<file path="src/rtl/countdown_timer.sv">
`default_nettype none
// ============================================================================
//  Module   : countdown_timer
//  Purpose  : Programmable down-counting timer. Counts from a reload value to
//             zero at a prescaled rate, then signals expiry with a one-cycle
//             pulse and a sticky flag. Supports one-shot and periodic
//             (auto-reload) operation.
//  Ports    :
//    clk             in   system clock, rising edge
//    reset           in   synchronous active-high reset
//    load            in   write load_data into reload register and count
//    load_data       in   reload value R
//    prescale        in   divisor P (one tick every P+1 cycles), captured on start
//    periodic        in   1 = auto-reload on expiry, captured on start
//    start           in   (re)start from the reload value
//    stop            in   halt, count frozen
//    clear_underflow in   clear sticky underflow flag
//    count           out  current count
//    busy            out  timer running
//    done            out  one-shot run finished
//    expired         out  one-cycle pulse per expiry
//    underflow       out  sticky expiry flag
//  Revision : 1.0  initial release
// ============================================================================
module countdown_timer #(
    parameter int COUNT_WIDTH    = 8,
    parameter int PRESCALE_WIDTH = 8
) (
    input  logic                      clk,
    input  logic                      reset,
    input  logic                      load,
    input  logic [COUNT_WIDTH-1:0]    load_data,
    input  logic [PRESCALE_WIDTH-1:0] prescale,
    input  logic                      periodic,
    input  logic                      start,
    input  logic                      stop,
    input  logic                      clear_underflow,
    output logic [COUNT_WIDTH-1:0]    count,
    output logic                      busy,
    output logic                      done,
    output logic                      expired,
    output logic                      underflow
);

    typedef enum logic [1:0] {
        S_IDLE = 2'd0,
        S_RUN  = 2'd1,
        S_DONE = 2'd2
    } state_t;

    localparam logic [COUNT_WIDTH-1:0]    c_cnt_zero = '0;
    localparam logic [COUNT_WIDTH-1:0]    c_cnt_one  = {{(COUNT_WIDTH-1){1'b0}}, 1'b1};
    localparam logic [PRESCALE_WIDTH-1:0] c_psc_zero = '0;
    localparam logic [PRESCALE_WIDTH-1:0] c_psc_one  = {{(PRESCALE_WIDTH-1){1'b0}}, 1'b1};

    state_t                      r_state,     w_state_nxt;
    logic [COUNT_WIDTH-1:0]      r_count,     w_count_nxt;
    logic [COUNT_WIDTH-1:0]      r_reload,    w_reload_nxt;
    logic [PRESCALE_WIDTH-1:0]   r_psc,       w_psc_nxt;
    logic [PRESCALE_WIDTH-1:0]   r_cap_p,     w_cap_p_nxt;
    logic                        r_cap_per,   w_cap_per_nxt;
    logic                        r_expired,   w_expired_nxt;
    logic                        r_underflow, w_underflow_nxt;
    logic                        w_tick;

    // The prescaler only advances while running; a tick marks the last
    // cycle of each P+1 cycle window.
    assign w_tick = (r_state == S_RUN) && (r_psc == r_cap_p);

    always_ff @(posedge clk) begin
        if (reset) begin
            r_state     <= S_IDLE;
            r_count     <= c_cnt_zero;
            r_reload    <= c_cnt_zero;
            r_psc       <= c_psc_zero;
            r_cap_p     <= c_psc_zero;
            r_cap_per   <= 1'b0;
            r_expired   <= 1'b0;
            r_underflow <= 1'b0;
        end else begin
            r_state     <= w_state_nxt;
            r_count     <= w_count_nxt;
            r_reload    <= w_reload_nxt;
            r_psc       <= w_psc_nxt;
            r_cap_p     <= w_cap_p_nxt;
            r_cap_per   <= w_cap_per_nxt;
            r_expired   <= w_expired_nxt;
            r_underflow <= w_underflow_nxt;
        end
    end

    always_comb begin
        w_state_nxt     = r_state;
        w_count_nxt     = r_count;
        w_reload_nxt    = r_reload;
        w_psc_nxt       = r_psc;
        w_cap_p_nxt     = r_cap_p;
        w_cap_per_nxt   = r_cap_per;
        w_expired_nxt   = 1'b0;
        w_underflow_nxt = r_underflow & ~clear_underflow;

        if (stop) begin
            // stop overrides start, but a simultaneous load still lands.
            w_state_nxt = S_IDLE;
            if (load) begin
                w_reload_nxt = load_data;
                w_count_nxt  = load_data;
                w_psc_nxt    = c_psc_zero;
            end
        end else if (start) begin
            w_state_nxt   = S_RUN;
            w_psc_nxt     = c_psc_zero;
            w_cap_p_nxt   = prescale;
            w_cap_per_nxt = periodic;
            if (load) begin
                w_reload_nxt = load_data;
                w_count_nxt  = load_data;
            end else begin
                w_count_nxt  = r_reload;
            end
        end else if (load) begin
            // A load in the same cycle as a tick discards the tick.
            w_reload_nxt = load_data;
            w_count_nxt  = load_data;
            w_psc_nxt    = c_psc_zero;
        end else if (r_state == S_RUN) begin
            if (w_tick) begin
                w_psc_nxt = c_psc_zero;
                if (r_count != c_cnt_zero) begin
                    w_count_nxt = r_count - c_cnt_one;
                end else begin
                    // Expiry: the set here overrides a simultaneous clear.
                    w_expired_nxt   = 1'b1;
                    w_underflow_nxt = 1'b1;
                    if (r_cap_per) begin
                        w_count_nxt = r_reload;
                    end else begin
                        w_state_nxt = S_DONE;
                    end
                end
            end else begin
                w_psc_nxt = r_psc + c_psc_one;
            end
        end
    end

    assign count     = r_count;
    assign busy      = (r_state == S_RUN);
    assign done      = (r_state == S_DONE);
    assign expired   = r_expired;
    assign underflow = r_underflow;

endmodule
`default_nettype wire
</file>
<file path="config.mk">
export PLATFORM = sky130hd
export DESIGN_NAME = countdown_timer
export DESIGN_NICKNAME = d
export VERILOG_FILES = /design/src/rtl/countdown_timer.sv
export SDC_FILE = /design/constraint.sdc
export NUM_CORES = 1
export LEC_CHECK = 0
export CORE_MARGIN = 8
export CORE_UTILIZATION = 39
export CTS_BUF_LIST = sky130_fd_sc_hd__clkbuf_8 sky130_fd_sc_hd__clkbuf_16
export DETAILED_ROUTE_END_ITERATION = 8
export GPL_ROUTABILITY_DRIVEN = 1
export HOLD_SLACK_MARGIN = 0.02
export SYNTH_ARGS = -nofsm -noshare
export SYNTH_HDL_FRONTEND = slang
export SYNTH_SLANG_ARGS = --single-unit
export TNS_END_PERCENT = 20
</file>
<file path="constraint.sdc">
create_clock -name clk -period 1.95 [get_ports clk]
set_clock_uncertainty 0.1 [all_clocks]
set_input_delay 0.39 -clock clk [delete_from_list [all_inputs] [get_ports clk]]
set_output_delay 0.39 -clock clk [all_outputs]
set_load 0.01 [all_outputs]
</file>
==> implementation parameters <==
Parameter                              Value

Worst setup path
  Worst reg2reg endpoint ... count[7]
  Endpoint kind of the worst setup timing path ... register
  Register-to-register path setup slack ... 0.01 ns
  Longest individual stage delay on the worst path ... roughly 0.6 ns
  Setup Crit Path Kind ... register to register
  Largest fanout on the critical path ... 7
  Critical-path cell list ... or4_4 -> o41a_1 -> o21ai_1 -> a21oi_1 -> mux2_2
  Data arrival time of the critical path ... a little over 2 ns
  Number of cells traversed by the worst register-to-register path ... 5
  Required time of the worst setup path ... 2.03 ns
  Master of the slowest instance on the critical path ... or4_4
  Critical Path Source Type ... register
  Origin of the critical flop-to-flop path ... count[2]

Layout
  FILL cells ... 483
  Diode insertion count for antenna repair ... 0
  Area grow syn2layout ... 43.11%
  Layout Nets ... approximately 340
  Fraction of final layout cells sized beyond drive strength 1 ... 22.64%
  FF+latch area ... 742.0 sq um
  Area taken by multi-input logic gates ... ~0.0012 sq mm
  Post-route core utilization ... a little under three fifths

Floorplan
  Die Outline Area ... 0.007639 sq mm
  Initial cell density of the core ... approximately two fifths
  # IOs ... 35
  Die W ... between 80 and 90 um
  Area of the core ... roughly 0.005 sq mm
  Number of placement rows ... 26
  Die Y-Extent ... between 80 and 90 um

Route
  Via count ... approximately 1900
  Final wirelength ... 5.349 mm
  Number of DRC violations after detailed-routing iteration 0 ... slightly above 100
  TritonRoute pass-1 iters ... 6
  Average wire per cell in the routed design ... between 10 and 15 um
  Detail Route Antenna Nets ... 0
  DR vias/cell ... approximately 5
  Residual DRC ... 0

Synthesis
  Warnings from Yosys ... 0
  Number of enable flip-flop cells after synthesis ... 0
  XOR/XNOR share of the synthesized area ... under 10%
  Share of the yosys chip area belonging to registers ... a little under two fifths
  #FFs+latches synth ... 37
  Largest family of logic cells by synthesized area ... simple AND/OR/NAND/NOR gates
  Fraction of registers with async set/reset ... 0%
  Syn Area/Cell ... between 8 and 9 sq um
  Area of the mapped netlist ... between 0.0015 and 0.002 sq mm
  Area share of the largest cell type after synthesis ... between 30 and 40%
  Post-Syn Instances ... around 250
  Adder-cell area share of the yosys netlist ... approximately 1.9%
  Net Count, Synth ... 272
  Unique masters post-synth ... 44
  Cell taking the most area after synthesis ... dfxtp_1
  Most used standard cells in the synthesized netlist ... dfxtp_1 (37), nand2_1 (33), nor2_1 (26), o21ai_0 (15), mux2i_1 (14)
  Primary FF master, synth ... dfxtp_1
  Dominant cell by count in the synthesized netlist ... dfxtp_1
  Synth top area cells ... dfxtp_1 (37%), mux2i_1 (7.0%), nand2_1 (6.2%)
  Share of the synthesized area in compound gates (AO/OA/AOI/OAI) ... between 10% and 20%
  Fraction of the mapped netlist area in simple logic gates ... around 25%
  Multiplexer area fraction after synthesis ... 9.314%

Min path
  Worst min-delay path endpoint ... r_cap_p[2]
  Hold/Removal Path Class ... register to register
  Worst min-delay path startpoint ... r_cap_p[2]
  Hold-critical path depth ... 2

Clock network
  Root buf cell ... clkbuf_8
  Number of levels in the clock H-tree ... 2
  CTS sink count ... 37
  Worst-path clk slew ... around 0.08 ns
  Skew-Pair Late Insertion Delay ... roughly 0.29 ns
  Clock buffers created by TritonCTS ... 5
  Clock buffer depth ... 2
  TritonCTS clock tree ... done

Power
  Largest voltage drop on the vdd net ... around 390 uV
  Total power of the final layout ... approximately 0.0020 W
  Int Pwr ... approximately 0.0014 W
  Net Sw Frac ... a little under 30%
  Switching Power ... around 0.00058 W
  Leak ... 1.198 nW
  Gate power share ... between 20 and 30%
  Clk network pwr share ... around 29%
  Power density of the placed cells ... 694.2 mW/mm^2
  Seq pwr share ... 42.0%

STA
  Rel. slew slack ... between 70% and 80%
  Final hold violation count ... 0
  Max Freq ... a little over 0.5 GHz
  Unrepaired setup endpoints after global routing ... true
  Post-route setup TNS ... 0 ns
  Final count of negative-setup-slack endpoints ... 0
  Post-layout minimum cycle time ... between 1.5 and 2 ns
  Min setup slack post-route ... about 0.011 ns
  Final hold slack ... 0.3752 ns
  Number of pins with negative max-slew slack in the final report ... 0
  Ratio of final minimum period to clock period ... 99.44%
  Pin slew with the least headroom to its limit ... between 0.3 and 0.4 ns

Global route
  Pin count of the biggest net entering global routing ... 20
  GRT Resource Usage Total ... 15.23%
  First-pass GRT wire length ... around 9 mm
  Global route overflow ... 0
  Initial antenna violation count ... 0
  Number of global-route vias before repair ... 1916

Placed design
  Port buffer count ... 34
  Total half-perimeter wirelength after legalization and detailed placement ... roughly 4 mm
  Worst setup timing slack at the placement stage ... -0.2405 ns
  Final estimated routing congestion in global placement ... between 0.8 and 0.9

Job
  Max-cap violations ... 0

Status
  Result of the run ... finished clean
-- metal layers --
| metal | share of wire, % | track usage, % | vias to the layer above |
|---|---|---|---|
| met5 | 0 | 0 | - |
| met2 | 40 | 21.35 | 54 |
| met4 | 1.4 | 5.781 | 0 |
| li1 | - | - | 990 |
| met1 | 53 | 21.95 | 862 |
| met3 | 5.5 | 2.925 | 7 |
-- worst max-delay path by stage --
stage / startpoint / to / depth (start not counted)
after floorplan: count[4] / count[7] / 6
after detailed placement: load / count[0] / 6
after global placement: start / count[2] / 6
after CTS: count[1] / count[1] / 7
final: count[2] / count[7] / 5
after global routing: count[2] / count[7] / 5
-- critical path, delay by kind of cell, from the launching register on --
kind / cells / cell delay (ns)
DFF: 1 / 0.33
and+or+nand+nor: 1 / 0.60
AOI/OAI and AO/OA: 3 / 0.54
muxes: 1 / 0.26
-- cell families (layout without fill, tap and decap cells) --
kind of cell | after synthesis | in the layout
fa+ha+maj | 3 | 3
compound gates | 47 | 47
xor+xnor | 18 | 18
buf+inv | 21 | 93
mux | 18 | 18
simple gates | 102 | 102
flops | 37 | 37
-- sequential cells by signal, indices dropped and copies added (netlist names) --
name,count
count,8
r_cap_p,8
r_psc,8
r_reload,8
r_state,2
expired,1
r_cap_per,1
underflow,1
-- layout by cell type, fill, tap and decap left out, types with 9 or more instances in the layout --
| cell type | n |
|---|---|
| a21oi_1 | 13 |
| buf_4 | 45 |
| clkdlybuf4s50_1 | 33 |
| dfxtp_1 | 36 |
| mux2i_1 | 14 |
| nand2_1 | 32 |
| nand4_1 | 9 |
| nor2_1 | 25 |
| o21ai_0 | 13 |
| xor2_1 | 13 |
-- layout make-up --
class	instances	share of cell area (%)
clock buffers	6	2.902
flip-flops and latches	37	26.08
well taps	70	3.078
clock inverters	2	0.4837
inverters	6	0.7916
multi-input cells	188	42.88
repair buffers	79	23.79
-- power groups by stage --
stage / clock network (W) / logic, W / registers [W]
4_1_cts: 0.000588 / 0.000549 / 0.000826
3_3_place_gp: 0 / 0.000539 / 0.000842
2_1_floorplan: 0 / 0.000261 / 0.000857
5_1_grt: 0.000622 / 0.000626 / 0.000833
6_report: 0.000573 / 0.000574 / 0.000829
3_5_place_dp: 0 / 0.000538 / 0.000843
-- timing repair --
action / 4_1_cts / 5_1_grt
pin swaps: 1 / 2
buffers inserted: 0 / 0
endpoints found under the setup margin: 10 / 9
hold buffers: 0 / 0
gates resized for setup: 4 / 11
-- metrics by stage --
stage | area, sq um | instances
after floorplan | 2004 | 246
after global placement | 2706 | 380
after detailed placement | 2706 | 380
after CTS | 2809 | 388
after global routing | 2845 | 388
final | 2845 | 388
Note: power is estimated with default switching activity, not from simulation.
